**src/rtl/operand_stream_tx.sv**
```systemverilog
// Operand stream transmitter: reads a block of words from a 1-cycle-latency SRAM
// and presents them on a valid/ready stream, flagging zero words instead of driving them.
module operand_stream_tx #(
    parameter int DATA_WIDTH = 16,
    parameter int ADDR_WIDTH = 16,
    parameter int LEN_WIDTH  = 16
) (
    input  logic                  clk,
    input  logic                  arst_n,
    input  logic                  start,
    input  logic [ADDR_WIDTH-1:0] base_addr,
    input  logic [LEN_WIDTH-1:0]  length,
    output logic                  running,
    output logic                  done,
    output logic                  mem_re,
    output logic [ADDR_WIDTH-1:0] mem_addr,
    input  logic [DATA_WIDTH-1:0] mem_rdata,
    output logic [DATA_WIDTH-1:0] out_data,
    output logic                  out_zero_flag,
    output logic                  out_valid,
    input  logic                  out_ready
);

    typedef enum logic [1:0] {
        IDLE  = 2'd0,
        RUN   = 2'd1,
        DRAIN = 2'd2
    } state_t;

    state_t                state_r;
    state_t                state_s;
    logic [LEN_WIDTH-1:0]  length_r;
    logic [LEN_WIDTH-1:0]  issue_cnt_r;
    logic [LEN_WIDTH-1:0]  deliv_cnt_r;
    logic [ADDR_WIDTH-1:0] next_addr_r;
    logic [ADDR_WIDTH-1:0] mem_addr_r;
    logic                  re_d_r;
    logic [DATA_WIDTH-1:0] head_data_r;
    logic [DATA_WIDTH-1:0] tail_data_r;
    logic                  head_zero_r;
    logic                  tail_zero_r;
    logic [1:0]            fifo_cnt_r;
    logic [DATA_WIDTH-1:0] last_nz_r;
    logic                  running_r;
    logic                  done_r;

    logic                  valid_s;
    logic                  hs_s;
    logic                  last_hs_s;
    logic                  credit_s;
    logic                  issue_s;
    logic                  in_zero_s;
    logic [1:0]            occ_s;

    // Handshake, credit and issue decisions
    always_comb begin
        valid_s   = (fifo_cnt_r != 2'd0);
        hs_s      = valid_s && out_ready;
        last_hs_s = hs_s && (deliv_cnt_r == (length_r - LEN_WIDTH'(1)));
        occ_s     = fifo_cnt_r + {1'b0, re_d_r} - {1'b0, hs_s};
        credit_s  = (occ_s < 2'd2);
        issue_s   = (state_r == RUN) && credit_s;
        in_zero_s = (mem_rdata == {DATA_WIDTH{1'b0}});
    end

    // State register
    always_ff @(posedge clk or negedge arst_n) begin
        if (!arst_n) begin
            state_r <= IDLE;
        end else begin
            state_r <= state_s;
        end
    end

    // Next-state logic
    always_comb begin
        state_s = state_r;
        case (state_r)
            IDLE: begin
                if (start && (length != {LEN_WIDTH{1'b0}})) begin
                    state_s = RUN;
                end else begin
                    state_s = IDLE;
                end
            end
            RUN: begin
                if (issue_s && ((issue_cnt_r + LEN_WIDTH'(1)) == length_r)) begin
                    state_s = DRAIN;
                end else begin
                    state_s = RUN;
                end
            end
            DRAIN: begin
                if (last_hs_s) begin
                    state_s = IDLE;
                end else begin
                    state_s = DRAIN;
                end
            end
            default: state_s = IDLE;
        endcase
    end

    // Transfer parameters, address and progress counters
    always_ff @(posedge clk or negedge arst_n) begin
        if (!arst_n) begin
            length_r    <= {LEN_WIDTH{1'b0}};
            issue_cnt_r <= {LEN_WIDTH{1'b0}};
            deliv_cnt_r <= {LEN_WIDTH{1'b0}};
            next_addr_r <= {ADDR_WIDTH{1'b0}};
            mem_addr_r  <= {ADDR_WIDTH{1'b0}};
            re_d_r      <= 1'b0;
        end else begin
            re_d_r <= issue_s;
            if ((state_r == IDLE) && start) begin
                length_r    <= length;
                issue_cnt_r <= {LEN_WIDTH{1'b0}};
                deliv_cnt_r <= {LEN_WIDTH{1'b0}};
                next_addr_r <= base_addr;
            end else begin
                if (issue_s) begin
                    issue_cnt_r <= issue_cnt_r + LEN_WIDTH'(1);
                    next_addr_r <= next_addr_r + ADDR_WIDTH'(1);
                    mem_addr_r  <= next_addr_r;
                end
                if (hs_s) begin
                    deliv_cnt_r <= deliv_cnt_r + LEN_WIDTH'(1);
                end
            end
        end
    end

    // Two-entry skid FIFO of {word, zero}; head is the presented word
    always_ff @(posedge clk or negedge arst_n) begin
        if (!arst_n) begin
            head_data_r <= {DATA_WIDTH{1'b0}};
            tail_data_r <= {DATA_WIDTH{1'b0}};
            head_zero_r <= 1'b0;
            tail_zero_r <= 1'b0;
            fifo_cnt_r  <= 2'd0;
        end else begin
            case ({re_d_r, hs_s})
                2'b10: begin
                    if (fifo_cnt_r == 2'd0) begin
                        head_data_r <= mem_rdata;
                        head_zero_r <= in_zero_s;
                    end else begin
                        tail_data_r <= mem_rdata;
                        tail_zero_r <= in_zero_s;
                    end
                    fifo_cnt_r <= fifo_cnt_r + 2'd1;
                end
                2'b01: begin
                    head_data_r <= tail_data_r;
                    head_zero_r <= tail_zero_r;
                    fifo_cnt_r  <= fifo_cnt_r - 2'd1;
                end
                2'b11: begin
                    if (fifo_cnt_r == 2'd1) begin
                        head_data_r <= mem_rdata;
                        head_zero_r <= in_zero_s;
                    end else begin
                        head_data_r <= tail_data_r;
                        head_zero_r <= tail_zero_r;
                        tail_data_r <= mem_rdata;
                        tail_zero_r <= in_zero_s;
                    end
                end
                default: begin
                    fifo_cnt_r <= fifo_cnt_r;
                end
            endcase
        end
    end

    // Held data, running flag and completion pulse
    always_ff @(posedge clk or negedge arst_n) begin
        if (!arst_n) begin
            last_nz_r <= {DATA_WIDTH{1'b0}};
            running_r <= 1'b0;
            done_r    <= 1'b0;
        end else begin
            done_r <= 1'b0;
            if (hs_s && !head_zero_r) begin
                last_nz_r <= head_data_r;
            end
            if ((state_r == IDLE) && start) begin
                if (length == {LEN_WIDTH{1'b0}}) begin
                    done_r <= 1'b1;
                end else begin
                    running_r <= 1'b1;
                end
            end else if ((state_r == DRAIN) && last_hs_s) begin
                running_r <= 1'b0;
                done_r    <= 1'b1;
            end
        end
    end

    // Output drive; the bus only moves when a non-zero word reaches the head
    always_comb begin
        running       = running_r;
        done          = done_r;
        mem_re        = issue_s;
        mem_addr      = issue_s ? next_addr_r : mem_addr_r;
        out_valid     = valid_s;
        out_zero_flag = valid_s && head_zero_r;
        if (valid_s && !head_zero_r) begin
            out_data = head_data_r;
        end else begin
            out_data = last_nz_r;
        end
    end

endmodule

```
**config.mk**
```make
export PLATFORM = sky130hd
export DESIGN_NAME = operand_stream_tx
export DESIGN_NICKNAME = d
export VERILOG_FILES = /design/src/rtl/operand_stream_tx.sv
export SDC_FILE = /design/constraint.sdc
export NUM_CORES = 1
export LEC_CHECK = 0
export ABC_AREA = 1
export BUFFER_PORTS_ARGS = -buffer_cell sky130_fd_sc_hd__buf_2
export CAP_MARGIN = 20
export CORE_MARGIN = 5
export CORE_UTILIZATION = 53
export CTS_CLUSTER_DIAMETER = 120
export DETAILED_ROUTE_END_ITERATION = 8
export PLACE_DENSITY = 0.79
export SLEW_MARGIN = 30
export SYNTH_ARGS = -nofsm -noshare
export SYNTH_HDL_FRONTEND = slang
export SYNTH_SLANG_ARGS = --single-unit
```
**constraint.sdc**
```tcl
create_clock -name clk -period 2.65 [get_ports clk]
set_input_delay 0.53 -clock clk [delete_from_list [all_inputs] [get_ports clk]]
set_output_delay 0.53 -clock clk [all_outputs]
set_load 0.03 [all_outputs]
```
==> summary.md <==
| Metric | Value |
|---|---|
| Per-cell routed wire length | 15.2 µm |
| CTS Buf Count | 17 |
| Multi-input logic area | 3860 µm² |
| Status | complete, but fails checks |
| Failing checks | setup timing |
| Number of buffers and inverters on the critical path | 6 |
| Total GRT Usage | 24.1% |
| Ys Warns | 0 |
| RePlAce Congestion | 0.902 |
| Clock Pin Slew Worst Setup and Hold Paths | 0.06 ns |
| LEAKAGE | 4.69 nW |
| Final WS setup | -0.336 ns |
| # clock sinks | 137 |
| Final min period | 2.99 ns |
| Vias in the first global route | 6739 |
| Vias per cell | 5.44 |
| Post-synthesis cell area | 7540 µm² |
| Clock Path Buffers | 2 |
| Starting DRT DRC Count | 553 |
| WS Path Type | register to primary output |
| Top cell family by delay on the critical path | buffers and inverters |
| Synth Instances | 987 |
| Global-route wire length before repair | 32000 µm |
| N_diodes | 0 |
| DP Area | 8560 µm² |
| Max IR drop VDD | 0.684 mV |
| Worst path max stage delay | 0.39 ns |
| Worst-Margin Slew | 0.516 ns |
| Slew Viols, Final | 0 |
| PD cells | 1520 nW/µm² |
| Post-detailed-route count of antenna-violating nets | 0 |
| Slew HR | 65.6% |
| Area grow syn2layout | 28.8% |
| Die Ht | 129 µm |
| Design area | 9720 µm² |
| Synth cell types | 40 |
| Crit path launch type | register |
| Period utilization | 113% |
| Routed WL | 19700 µm |
| Skew-Pair Late Insertion Delay | 0.43 ns |
| Nets | 1171 |
| Mapped Nets | 1049 |
| Place WS | 0.0214 ns |
| Root buffer cell | clkbuf_16 |
| Max FO, Critical Path | 7 |
| Row Count | 43 |
| I/O pins | 89 |
| CTS tree | built |
| Worst EP required | 2.12 ns |
| Critical path arrival | 2.46 ns |
| DPL Wire Length | 13200 µm |
| Share of cells above drive strength 1 | 20.9% |
| Via Count | 7072 |
| Post-Place Cells | 1253 |
| Largest net degree at the start of global routing | 67 |
| Grt ovf | 0 |
| Worst Setup End Kind | primary output |
| Critical Path, Cell by Cell | inv_2 -> ha_4 -> inv_4 -> nand2_4 -> inv_4 -> ha_4 -> nor2_4 -> xor2_1 -> buf_4 -> nand2_8 -> buf_12 -> nand2_4 -> o21ai_4 -> buf_6 |
| Number of port buffers | 88 |
| DRT Pass-1 Iters | 5 |
| Final setup fails | 17 |
| Synthesized flop and latch total | 137 |
| Non-Filler Instances | 1301 |
| Highest-delay cell along the critical path | dfrtp_1 |
| Min-delay worst type | input pin to async pin |
| Yosys top cell area share | 45.4% |
| Max Cap Viol | 0 |
| Reg area | 3430 µm² |
| Depth of the CTS H-tree | 4 |
| Average cell area after synthesis | 7.64 µm² |
| Die ar. | 16700 µm² |
| Fmax | 335 MHz |
| Fillers | 1082 |
| Initial cell density of the core | 54.1% |
| Synth top area cells | dfrtp_1 (45%), nand2_1 (12%), o21ai_0 (7.7%) |
| Initial antenna violation count | 0 |
| Sequential-to-total area share from yosys stat | 45.4% |
| CTS Hold Buffers Added | 0 |
| RSZ-0062 raised after global routing | yes |
| Area leader, netlist | dfrtp_1 |
| Die Wd | 129 µm |
| Final core utilization | 69.7% |
| Clock Skews | 0.00741 ns |
| Core area | 13900 µm² |
| Fin. Hold Viols | 0 |
| Drt drc | 0 |
-- sequential cells by signal, summed over array words and instances (netlist names), 2 cells and up --
name	cells
mem_addr_r	16
length_r	16
state_r	2
head_data_r	16
deliv_cnt_r	16
last_nz_r	16
fifo_cnt_r	2
next_addr_r	16
tail_data_r	16
issue_cnt_r	16
-- repair_timing --
item / 4_1_cts / 5_1_grt
gates cloned: 4 / 0
hold endpoints to repair: 0 / 0
endpoints found under the setup margin: 17 / 28
pin swaps: 4 / 3
buffers inserted: 5 / 8
resized for setup: 73 / 19
-- metrics by stage --
| step | TNS (ns) | total power, mW | hold slack [ns] |
|---|---|---|---|
| 4_1_cts | -4.84 | 14.3 | 0.0658 |
| 5_1_grt | -6.94 | 15.7 | 0.0815 |
| 3_3_place_gp | 0 | 10.2 | 0.466 |
| 2_1_floorplan | 0 | 8.34 | 0.234 |
| 3_5_place_dp | 0 | 10.4 | 0.474 |
| 6_report | -5.17 | 14.7 | 0.0532 |
-- final timing paths --
kind                                           start                           to  slack (ns)  depth (start not counted)
setup / recovery           fifo_cnt_r[0]$_DFFE_PN0P_                  mem_addr[2]       -0.34                         14
hold / removal                                arst_n  deliv_cnt_r[13]$_DFFE_PN0P_        0.05                          1
setup reg to reg           fifo_cnt_r[0]$_DFFE_PN0P_  next_addr_r[12]$_DFFE_PN0P_        0.14                         16
hold reg to reg             last_nz_r[7]$_DFFE_PN0P_     last_nz_r[7]$_DFFE_PN0P_        0.48                          2
max in group asynchronous                     arst_n   next_addr_r[3]$_DFFE_PN0P_        1.88                          2
min in group clk                          length[12]     length_r[12]$_DFFE_PN0P_        0.31                          3
-- power breakdown --
part           switching [mW]  internal, mW
Combinational            5.21          3.49
Sequential              0.627          2.89
Clock                   0.908          1.62
Total                    6.74          8.00
-- logic make-up after synthesis --
| logic type | share of synthesized area [%] |
|---|---|
| and+or+nand+nor | 25.8 |
| AOI/OAI and AO/OA | 14.4 |
| buffers and inverters | 8.37 |
| DFF | 45.4 |
| xor gates and xnor gates | 4.36 |
| adders and majority gates | 1.66 |
-- synthesized netlist by cell type, drive strengths merged --
library cell  count
nand2           254
a22oi             1
nor2             96
o21a              2
xnor3             1
o311ai            2
dfrtp           137
o22a              1
o211ai            3
nand3b            4
xnor2            13
buf               7
a22o              1
a32o              1
clkbuf           23
inv             135
o21ai           119
nor4              7
nor3              9
nor3b             2
xor2             22
o22ai            27
ha               10
clkinv            1
nand3            54
a21oi            33
o221ai            7
nand4            15
-- final cells by class --
type                    count  area share [%]
flip-flops and latches    137            35.3
clock inverters            10            1.74
clock buffers              21            4.74
well taps                 180            2.32
repair buffers            133            10.8
inverters                 136            5.38
multi-input cells         684            39.7
-- layer usage --
metal / vias to the layer above / share of wire (%) / track usage [%] / wire length (µm)
met3: 34 / 5.6 / 5.03 / 1100
met5: - / 0 / 0 / 0
li1: 3463 / - / - / -
met1: 3349 / 44 / 32.1 / 8710
met4: 0 / 2.0 / 9.02 / 396
met2: 226 / 48 / 39.0 / 9510
-- cell usage in the layout (no fill, tap or decap), drive strengths merged, types with 7 or more instances in the layout --
master	netlist	layout
o221ai	7	7
a21oi	33	33
nor2	96	96
nand2	254	254
buf	7	132
xnor2	13	13
xor2	22	22
o21ai	119	119
nand4	15	15
o22ai	27	27
nor3	9	9
dfrtp	137	137
inv	135	135
nand3	54	54
nor4	7	7
clkbuf	23	21
ha	10	10
Power figures use the tool's default switching activity.
